## src/rtl/mac_pkg.sv

```systemverilog
// Shared widths and FSM encoding for the MAC accumulate front end.
package mac_pkg;

    localparam int unsigned MAC_DATA_W = 12;
    localparam int unsigned MAC_ACC_W  = 24;

    // Encodings are fixed: ACCUM=0, FLUSH=1, OUTPUT=2.
    typedef enum logic [1:0] {
        StAccum  = 2'd0,
        StFlush  = 2'd1,
        StOutput = 2'd2
    } mac_state_e;

endpackage

```

## src/rtl/nbit_hw_adder.sv

```systemverilog
// Plain nbit-wide adder stage; carry out is not exported.
module nbit_hw_adder #(
    parameter int unsigned nbit = 24
) (
    input  logic [nbit-1:0] a,
    input  logic [nbit-1:0] b,
    output logic [nbit-1:0] sum
);

    assign sum = a + b;

endmodule

```

## src/rtl/mac_accum_ctrl.sv

```systemverilog
// MAC front end: registers operand products, accumulates NUM_TAPS of them and
// hands the sum downstream over a valid/ready handshake.
module mac_accum_ctrl
    import mac_pkg::*;
#(
    parameter int unsigned DATA_W   = MAC_DATA_W,
    parameter int unsigned ACC_W    = MAC_ACC_W,
    parameter int unsigned NUM_TAPS = 8,
    parameter int unsigned CNT_W    = $clog2(NUM_TAPS + 1)
) (
    input  logic              clk,
    input  logic              rst_n,
    input  logic              clear,
    input  logic              in_valid,
    output logic              in_ready,
    input  logic [DATA_W-1:0] in_a,
    input  logic [DATA_W-1:0] in_b,
    output logic              out_valid,
    input  logic              out_ready,
    output logic [ACC_W-1:0]  out_acc,
    output logic              out_ovf
);

    localparam logic [CNT_W-1:0] TapCnt  = CNT_W'(NUM_TAPS);
    localparam logic [CNT_W-1:0] LastIdx = CNT_W'(NUM_TAPS - 1);

    mac_state_e       state_q, state_d;
    logic [CNT_W-1:0] cnt_q, cnt_d;
    logic [ACC_W-1:0] acc_q, acc_d;
    logic [ACC_W-1:0] prod_q, prod_d;
    logic             prod_v_q, prod_v_d;
    logic             ovf_q, ovf_d;
    logic             out_valid_q, out_valid_d;
    logic [ACC_W-1:0] sum;
    logic             carry;
    logic             accept;
    logic             last_tap;

    // in_ready depends only on local state and clear, never on out_ready.
    assign in_ready = (state_q == StAccum) && (cnt_q < TapCnt) && !clear;
    assign accept   = in_valid && in_ready;
    assign last_tap = accept && (cnt_q == LastIdx);

    nbit_hw_adder #(
        .nbit (ACC_W)
    ) u_adder (
        .a   (acc_q),
        .b   (prod_q),
        .sum (sum)
    );

    // Wrapped sum smaller than the old accumulator means a carry out was lost.
    assign carry = (sum < acc_q);

    // Next-state: tap capture, accumulation, FSM and handshake, clear last.
    always_comb begin
        state_d     = state_q;
        cnt_d       = cnt_q;
        acc_d       = acc_q;
        ovf_d       = ovf_q;
        prod_d      = prod_q;
        prod_v_d    = 1'b0;
        out_valid_d = out_valid_q;

        if (accept) begin
            prod_d   = ACC_W'(in_a) * ACC_W'(in_b);
            prod_v_d = 1'b1;
            cnt_d    = cnt_q + CNT_W'(1);
        end

        if (prod_v_q) begin
            acc_d = sum;
            ovf_d = ovf_q | carry;
        end

        unique case (state_q)
            StAccum: begin
                if (last_tap) begin
                    state_d = StFlush;
                end
            end
            StFlush: begin
                state_d = StOutput;
            end
            StOutput: begin
                // out_valid is registered, so it rises one edge after entry.
                if (out_valid_q && out_ready) begin
                    state_d     = StAccum;
                    out_valid_d = 1'b0;
                    cnt_d       = '0;
                    acc_d       = '0;
                    ovf_d       = 1'b0;
                end else begin
                    out_valid_d = 1'b1;
                end
            end
            default: begin
                state_d = StAccum;
            end
        endcase

        if (clear) begin
            state_d     = StAccum;
            cnt_d       = '0;
            acc_d       = '0;
            ovf_d       = 1'b0;
            prod_v_d    = 1'b0;
            out_valid_d = 1'b0;
        end
    end

    // State and registered outputs.
    always_ff @(posedge clk or negedge rst_n) begin
        if (!rst_n) begin
            state_q     <= StAccum;
            cnt_q       <= '0;
            acc_q       <= '0;
            ovf_q       <= 1'b0;
            prod_q      <= '0;
            prod_v_q    <= 1'b0;
            out_valid_q <= 1'b0;
        end else begin
            state_q     <= state_d;
            cnt_q       <= cnt_d;
            acc_q       <= acc_d;
            ovf_q       <= ovf_d;
            prod_q      <= prod_d;
            prod_v_q    <= prod_v_d;
            out_valid_q <= out_valid_d;
        end
    end

    assign out_valid = out_valid_q;
    assign out_acc   = acc_q;
    assign out_ovf   = ovf_q;

endmodule

```

## config.mk

```make
export PLATFORM = sky130hd
export DESIGN_NAME = mac_accum_ctrl
export DESIGN_NICKNAME = d
export VERILOG_FILES = /design/src/rtl/mac_pkg.sv /design/src/rtl/nbit_hw_adder.sv /design/src/rtl/mac_accum_ctrl.sv
export SDC_FILE = /design/constraint.sdc
export NUM_CORES = 1
export LEC_CHECK = 0
export BUFFER_PORTS_ARGS = -buffer_cell sky130_fd_sc_hd__buf_2
export CAP_MARGIN = 20
export CORE_MARGIN = 2
export CORE_UTILIZATION = 40
export DETAILED_ROUTE_END_ITERATION = 16
export GPL_TIMING_DRIVEN = 0
export PLACE_DENSITY = 0.65
export SETUP_SLACK_MARGIN = 0.5
export SLEW_MARGIN = 40
export SYNTH_ARGS = -nofsm -noshare
export SYNTH_HDL_FRONTEND = slang
export SYNTH_HIERARCHICAL = 1
export SYNTH_SLANG_ARGS = --single-unit
```

## constraint.sdc

```tcl
create_clock -name clk -period 5.35 [get_ports clk]
set_clock_uncertainty 0.05 [all_clocks]
set_input_delay 0.535 -clock clk [delete_from_list [all_inputs] [get_ports clk]]
set_output_delay 0.535 -clock clk [all_outputs]
set_load 0.01 [all_outputs]
```

==> impl_results.md, run 1 <==
* Final count of negative-setup-slack endpoints at 0
* Most instantiated flip-flop cell in the synthesis netlist: dfrtp_1
* Initial antenna violation count at 0
* Cell repeated most along the worst path: fa_1
* Slowest-stage cell, CP: fa_1
* Asr flop ratio synth at 100.0%
* Number of vias per cell after detailed routing at 5.155
* Leakage power total at 5.418 nW
* Wire length of the first global-routing pass at 35,980 um
* Arrival @ worst endpoint at 4.94 ns
* Initial drt markers at 350
* Number of global-route vias before repair at 7,332
* Fraction of the mapped netlist area in adder cells at 38.03%
* Detailed-placement wirelength estimate at 17,390 um
* Residual DRC count at 0
* Switching pwr at 3.093 mW
* Peak VDD IR at 501.4 uV
* Clock tree from TritonCTS: built
* Setup crit end kind: flop
* Outcome: finished, violations left
* Fmax at 209.2 MHz
* Synth top area cells: fa_1 23%, dfrtp_1 16%, ha_1 15%
* Number of synthesized register bits at 57
* Power density relative to cell area at 590.9 nW/um2
* Share of total power in combinational logic at 79.5%
* Largest stage delay, worst path at 0.55 ns
* Synthesized-area fraction occupied by ao, oa, aoi and oai cells at 12.73%
* Post-synth design cell area at 8904 um2
* Total nets after synthesis at 1,291
* Share of final-layout standard cells stronger than drive strength 1 at 17.77%
* Total routing resource utilization after global routing at 18.75%
* Clock buffers created by TritonCTS at 9
* Maximum number of pins on one net before global-route repair at 58
* Critical path required time at 5.51 ns
* Hold violation count in the final report at 2
* Via Count at 7,418
* Multiplexer share of the synthesized area at 2.811%
* Number of nets with antenna violations after detailed routing at 0
* Max-Slew Margin vs Limit at 55.74%
* Source-to-sink clock delay at the later pin of the worst-skew pair at 0.34 ns
* Top cells by count, synth: 178 x inv_1, 160 x nand2_1, 109 x ha_1, 101 x fa_1, 61 x and2_1
* Number of sinks driven by the clock tree at 57
* Syn. warnings at 6
* Detailed Routing Iterations Pass 1 at 6
* Total chip power at 6.354 mW
* I/O pins at 56
* Post-layout worst setup margin at 0.5703 ns
* Largest area contributor in the synthesized netlist: fa_1
* Mean instance size in the synthesized netlist at 8.463 um2
* Antenna diode count at 0
* Count of input and output buffers at 55
* Worst setup path startpoint: in_a[9]
* Number of distinct library cells after synthesis at 68
* Wire length per cell after detailed routing at 15.16 um
* Pins over their slew limit at 0
* Worst slack after detailed placement at -0.1504 ns
* Remaining global-route overflow at 0
* Synth Area in XOR/XNOR at 3.640%
* Global placer's final weighted congestion at 0.8834
* Critical R2R Launch: out_acc[0]
* Share of the yosys chip area belonging to registers at 16.02%
* Final period demand of the worst path at 4.780 ns
* Maximum level of the CTS H-tree at 3
* Setup repair after global routing missed its margin: yes
* Number of max-capacitance violations reported at 0
* Final-layout setup total negative slack at 0 ns
* Critical path class: input port to flop
* Min-Delay Path Class: input port to async pin
* Area Growth Syn to Fin at 20.77%
* Number of enable-type register cells in the synthesized netlist at 0
* Share of the synthesized area in the top cell type at 22.71%
* Main combinational cell family by area after synthesis: adder cells
* Starting density of the core at 40.80%
* Element type at the critical path start: input port
* Internal power at 3.261 mW
* Routed wire length at 21,810 um
* Actual transition at the worst max-transition pin at 0.6640 ns
* Maximum fanout encountered on the critical timing path at 10
* Clock group share of total power at 10.1%
* Vertical extent of the die at 153.2 um
* Most common cell in the synthesized netlist: inv_1
* Core Area at 21,820 um2
* Die outline width at 153.2 um
* Share of the clock period used by the worst path at 89.34%
* Simple-Gate Fraction of Synth Area at 17.28%
* Net count, final at 1,393
* CTS max path bufs at 2
* Number of core rows at 54
* Die ar. at 23,470 um2
* Clock input transition at the sequential cells of the worst setup and hold paths at 0.06 ns
* Clock root cell: clkbuf_16
* Number of instances in the synthesized netlist at 1,052
* Cell Chain, Critical Path: buf_2 > buf_8 > nand2_1 > fa_1 > inv_1 > fa_1 > fa_1 > fa_1 > inv_1 > fa_1 > inv_1 > ha_4 > buf_4 > nand2_2 > o21ai_2 > a311oi_2 > o21ai_1 > xnor2_1 > o21ai_0
* Switching share of power at 48.68%
* Violations in the final reports: hold timing
* Tightest hold margin at -0.004070 ns
* Register share of total power at 10.5%
==> cell usage in the layout, fill, tap and decap left out, types with 13 or more instances in the layout <==
cell type	count
a21oi_1	38
nand2_1	155
o21ai_0	37
dfrtp_1	57
clkbuf_1	14
buf_2	51
nand3_1	13
ha_1	101
xnor2_1	18
xor2_1	16
fa_1	98
buf_4	40
and2_1	58
buf_8	14
inv_1	173
mux2i_1	25
nor2_1	53
==> metal layers <==
layer	vias to the layer above	share of wire, %	GRT usage (%)	routed length, um
met2	172	49	31.63	10640
li1	3604	-	-	-
met5	-	0	0	0
met4	0	1.9	4.056	417
met1	3604	44	25.51	9681
met3	38	4.9	2.949	1076
==> power groups by stage <==
stage,Clock (mW),Sequential [mW],Combinational [mW]
after floorplan,0,0.629,3.19
after global placement,0,0.666,4.06
after detailed placement,0,0.670,4.08
after CTS,0.650,0.663,4.44
after global routing,0.672,0.678,5.62
final,0.640,0.665,5.05
==> worst paths after layout <==
| path | cells after the start | endpoint | slack [ns] |
|---|---|---|---|
| worst max-delay path | 19 | prod_q[19] | 0.57 |
| worst min-delay path | 1 | out_acc[11] | -0.004 |
| worst max register to register | 14 | out_ovf | 1.36 |
| worst min register to register | 2 | prod_q[2] | 0.44 |
| max in group asynchronous | 2 | out_acc[21] | 4.76 |
| min in group clk | 2 | state_q[1] | 0.35 |
==> per-stage QoR <==
stage                     cell area (um2)  cells  hold WS [ns]  util [%]
after floorplan                      9050   1052        0.1894         -
after detailed placement             9678   1387        0.4249     44.35
after CTS                           10260   1412        0.2411     47.02
after global routing                10750   1439      0.007960     49.27
final                               10750   1439     -0.004070     49.27
after global placement               9676   1387        0.4199     44.34
==> registers in the layout, summed over array words and instances, names as in the netlist <==
| signal | cells |
|---|---|
| out_acc | 24 |
| prod_q | 24 |
| cnt_q | 4 |
| state_q | 2 |
| out_ovf | 1 |
| out_valid | 1 |
| prod_v_q | 1 |
==> cells by family (layout without fill, tap and decap cells) <==
logic type,Yosys count,after routing
DFF,57,57
buffers and inverters,222,329
xor gates and xnor gates,37,37
muxes,25,25
adders and majority gates,210,210
and+or+nand+nor,330,330
AOI/OAI and AO/OA,171,171
==> worst max-delay path, delay by kind of cell <==
kind                     cells  cell delay, ns
AO/OA/AOI/OAI                4            0.60
XOR/XNOR                     1            0.18
adder cells (fa/ha/maj)      6            2.86
buffers and inverters        6            0.56
AND/OR/NAND/NOR              2            0.18
==> final cells by class <==
cell class	count	area [um2]
clock buffer	10	239.0
tap	280	350.3
timing repair buffer	91	663.1
clock inverter	6	90.09
buffer	44	381.6
inverter	178	668.1
multi-input combinational	773	6934
sequential	57	1426
fill	2065	11070
==> repair_timing <==
action	4_1_cts	5_1_grt
endpoints found under the setup margin	10	12
hold buffers	0	0
pin swaps	21	44
cloned	0	2
buffers inserted	9	24
endpoints found under the hold margin	0	0
gates resized for setup	42	91
Power figures use the tool's default switching activity.
==> inputs of run 2 (changes only) <==
--- a/config.mk
+++ b/config.mk
@@ -5,6 +5,7 @@
 export SDC_FILE = /design/constraint.sdc
 export NUM_CORES = 1
 export LEC_CHECK = 0
+export ABC_AREA = 1
 export BUFFER_PORTS_ARGS = -buffer_cell sky130_fd_sc_hd__buf_2
 export CAP_MARGIN = 20
 export CORE_MARGIN = 2
==> run 2 against run 1 <==
- the flow now finishes without violations
- count of clock-buffer cells in the layout increased by 1
- flip-flop and latch count unchanged
- via count increased by 15%
- combinational power decreased by 3%
- worst setup slack improved by 0.12 ns
- first-iteration DRC count increased by 22%
- highest routed layer unchanged
==> impl_results.md, run 2 <==
* Actual transition at the worst max-transition pin at 0.7009 ns (+0.03691 ns)
* # placed instances at 1,809 (+30%)
* Final cell count without fillers at 1,829 (+27%)
* Top cells by count, synth: 505 x nand2_1, 366 x inv_1, 109 x ha_1, 101 x fa_1, 57 x dfrtp_1
* Peak VDD IR at 306.9 uV (-39%)
* Power density relative to cell area at 570.0 nW/um2 (-3.5%)
* Min-Delay Path Class: input port to async pin
* Core Area at 23,610 um2 (+8.2%)
* Element type at the critical path start: input port
* Remaining global-route overflow at 0 (unchanged)
* Number of sinks driven by the clock tree at 57 (unchanged)
* Register share of total power at 11.9% (+1.4 points)
* Clock group share of total power at 9.3% (-0.8 points)
* Number of vias per cell after detailed routing at 4.665 (-9.5%)
* Share of the synthesized area in the top cell type at 20.87% (-1.8 points)
* Most instantiated flip-flop cell in the synthesis netlist: dfrtp_1
* Area post-placement at 10,370 um2 (+7.1%)
* Total routing resource utilization after global routing at 18.50% (-0.25 points)
* Global placer's final weighted congestion at 0.9298 (+5.3%)
* Antenna diode count at 0 (unchanged)
* Starting density of the core at 41.04% (+0.24 points)
* Final count of negative-setup-slack endpoints at 0 (unchanged)
* Wire length of the first global-routing pass at 38,840 um (+8.0%)
* Clock root cell: clkbuf_16
* Clock tree from TritonCTS: built
* Cts-stage hold buffer count at 0 (unchanged)
* Vertical extent of the die at 159.7 um (+4.2%)
* Via Count at 8,533 (+15%)
* Fmax at 214.8 MHz (+2.7%)
* Share of total power in combinational logic at 78.7% (-0.8 points)
* Number of nets with antenna violations after detailed routing at 0 (unchanged)
* I/O pins at 56 (unchanged)
* Residual DRC count at 0 (unchanged)
* Leading cell types in the layout, fill and taps excluded: 501 x nand2_1, 365 x inv_1, 103 x ha_1
* Number of enable-type register cells in the synthesized netlist at 0 (unchanged)
* Final period demand of the worst path at 4.655 ns (-0.1245 ns)
* Maximum fanout encountered on the critical timing path at 10 (unchanged)
* Post-synth design cell area at 9691 um2 (+8.8%)
* Initial drt markers at 428 (+22%)
* Sequential cell area at 1426 um2 (unchanged)
* Routed wire length at 22,930 um (+5.1%)
* Switching share of power at 53.67% (+5.0 points)
* Synth top area cells: fa_1 21%, nand2_1 20%, dfrtp_1 15%
* Wire length per cell after detailed routing at 12.54 um (-17%)
* Hold violation count in the final report at 0 (-2)
* Critical path class: input port to flop
* Setup crit end kind: flop
* Count of input and output buffers at 55 (unchanged)
* Leakage power total at 6.745 nW (+24%)
* Number of instances in the synthesized netlist at 1,435 (+36%)
* Area occupied by multi-input gates at 6798 um2 (-2.0%)
* Fill cell total of the finished layout at 2,464 (+19%)
* Share of final-layout standard cells stronger than drive strength 1 at 9.735% (-8.0 points)
* Internal power at 2.874 mW (-12%)
* Share of the yosys chip area belonging to registers at 14.72% (-1.3 points)
* Total nets after synthesis at 1,674 (+30%)
* Detailed-placement wirelength estimate at 19,620 um (+13%)
* Die outline width at 159.7 um (+4.2%)
* Max-Slew Margin vs Limit at 53.27% (-2.5 points)
* Most frequent standard cell in the layout excluding fill and tap cells: nand2_1
* Pins over their slew limit at 0 (unchanged)
* Arrival @ worst endpoint at 4.83 ns (-0.11 ns)
* Area of all placed cells without fillers at 10,880 um2 (+1.2%)
* Share of the clock period used by the worst path at 87.01% (-2.3 points)
* Clock buffers created by TritonCTS at 9 (unchanged)
* Net count, final at 1,744 (+25%)
* Number of distinct library cells after synthesis at 32 (-53%)
* Syn. warnings at 6 (unchanged)
* Clock input transition at the sequential cells of the worst setup and hold paths at 0.06 ns (about the same)
* Detailed Routing Iterations Pass 1 at 5 (-1)
* Number of synthesized register bits at 57 (unchanged)
* Die ar. at 25,490 um2 (+8.6%)
* Source-to-sink clock delay at the later pin of the worst-skew pair at 0.34 ns (about the same)
* Number of global-route vias before repair at 8,259 (+13%)
* Asr flop ratio synth at 100.0% (unchanged)
* Setup repair after global routing missed its margin: yes
* Switching pwr at 3.330 mW (+7.7%)
* Maximum level of the CTS H-tree at 3 (unchanged)
* Outcome: finished clean
* Number of core rows at 56 (+3.7%)
* Initial antenna violation count at 0 (unchanged)
* Most common cell in the synthesized netlist: nand2_1
* CTS max path bufs at 2 (unchanged)
* Largest area contributor in the synthesized netlist: fa_1
* Mean instance size in the synthesized netlist at 6.753 um2 (-20%)
* Critical path required time at 5.52 ns (about the same)
* Number of max-capacitance violations reported at 0 (unchanged)
* Area Growth Syn to Fin at 12.32%
* Maximum number of pins on one net before global-route repair at 58 (unchanged)
[run 2: path summary, 6_finish.rpt]
path / start / depth (start not counted) / end / slack [ns]
max: in_a[2] / 21 / prod_q[23] / 0.69
min reg2reg: prod_q[0] / 2 / prod_q[0] / 0.45
max reg2reg: out_acc[0] / 16 / out_ovf / 2.35
max in group asynchronous: rst_n / 1 / out_ovf / 4.57
min in group clk: clear / 4 / state_q[1] / 0.42
min: rst_n / 1 / out_acc[9] / 0.19
[run 2: per-stage QoR]
| stage | util, % | total power, mW | setup slack (ns) | hold slack [ns] | TNS [ns] |
|---|---|---|---|---|---|
| 6_report | 46.09 | 6.204 | 0.6947 | 0.1925 | 0 |
| 5_1_grt | 46.09 | 7.056 | 0.4818 | 0.2556 | 0 |
| 4_1_cts | 45.39 | 5.962 | 0.5046 | 0.2276 | 0 |
| 3_5_place_dp | 43.91 | 5.320 | -0.1677 | 0.4341 | -0.8445 |
| 3_3_place_gp | 43.90 | 5.234 | -0.1704 | 0.4313 | -0.7516 |
| 2_1_floorplan | - | 4.286 | 0.5140 | 0.1894 | 0 |
[run 2: logic make-up after synthesis]
kind of cell               Yosys count  synth area share (%)
adders and majority gates          210                 34.94
and+or+nand+nor                    654                 27.71
DFF                                 57                 14.72
buffers and inverters              404                 15.96
xor gates and xnor gates            22                 1.988
AOI/OAI and AO/OA                   88                 4.687
[run 2: area by class of cell]
cell class | count | share of cell area, %
Clock buffer | 11 | 2.230
Clock inverter | 5 | 0.5058
Sequential cell | 57 | 13.10
Multi-Input combinational cell | 974 | 62.46
Buffer | 36 | 2.403
Tap cell | 319 | 3.667
Timing Repair Buffer | 59 | 2.943
Inverter | 368 | 12.69
[run 2: power by group through the flow]
stage	combinational, mW	sequential [mW]	clock (mW)
floorplan	3.56	0.723	0
global placement	4.49	0.743	0
detailed placement	4.57	0.749	0
CTS	4.63	0.742	0.588
global route	5.68	0.761	0.612
finish	4.89	0.741	0.578
[run 2: timing repair]
item / in CTS / in global routing
resized for setup: 29 / 65
endpoints found under the setup margin: 13 / 13
endpoints found under the hold margin: 0 / 0
setup buffers: 0 / 4
pin swaps: 0 / 7
[run 2: metal layers]
| layer | vias to the layer above | GRT usage (%) | share of wire (%) |
|---|---|---|---|
| met5 | - | 0 | 0 |
| met4 | 0 | 4.835 | 2.2 |
| met3 | 34 | 2.338 | 3.9 |
| met2 | 192 | 31.92 | 47 |
| met1 | 3937 | 24.53 | 47 |
| li1 | 4370 | - | - |
[run 2: worst max-delay path: stages]
cell and delay, ns:
buf_2 0.11, clkbuf_4 0.22, nand2_1 0.10, fa_1 0.46, fa_1 0.55, inv_1 0.06
fa_1 0.52, fa_1 0.55, inv_1 0.05, fa_1 0.53, inv_1 0.06, ha_4 0.29
nand2_2 0.08, inv_2 0.07, nand2_1 0.08, nor2_1 0.10, nand3_1 0.15, nand3_1 0.12
nand2_1 0.05, nand3_1 0.06, nand2_1 0.06
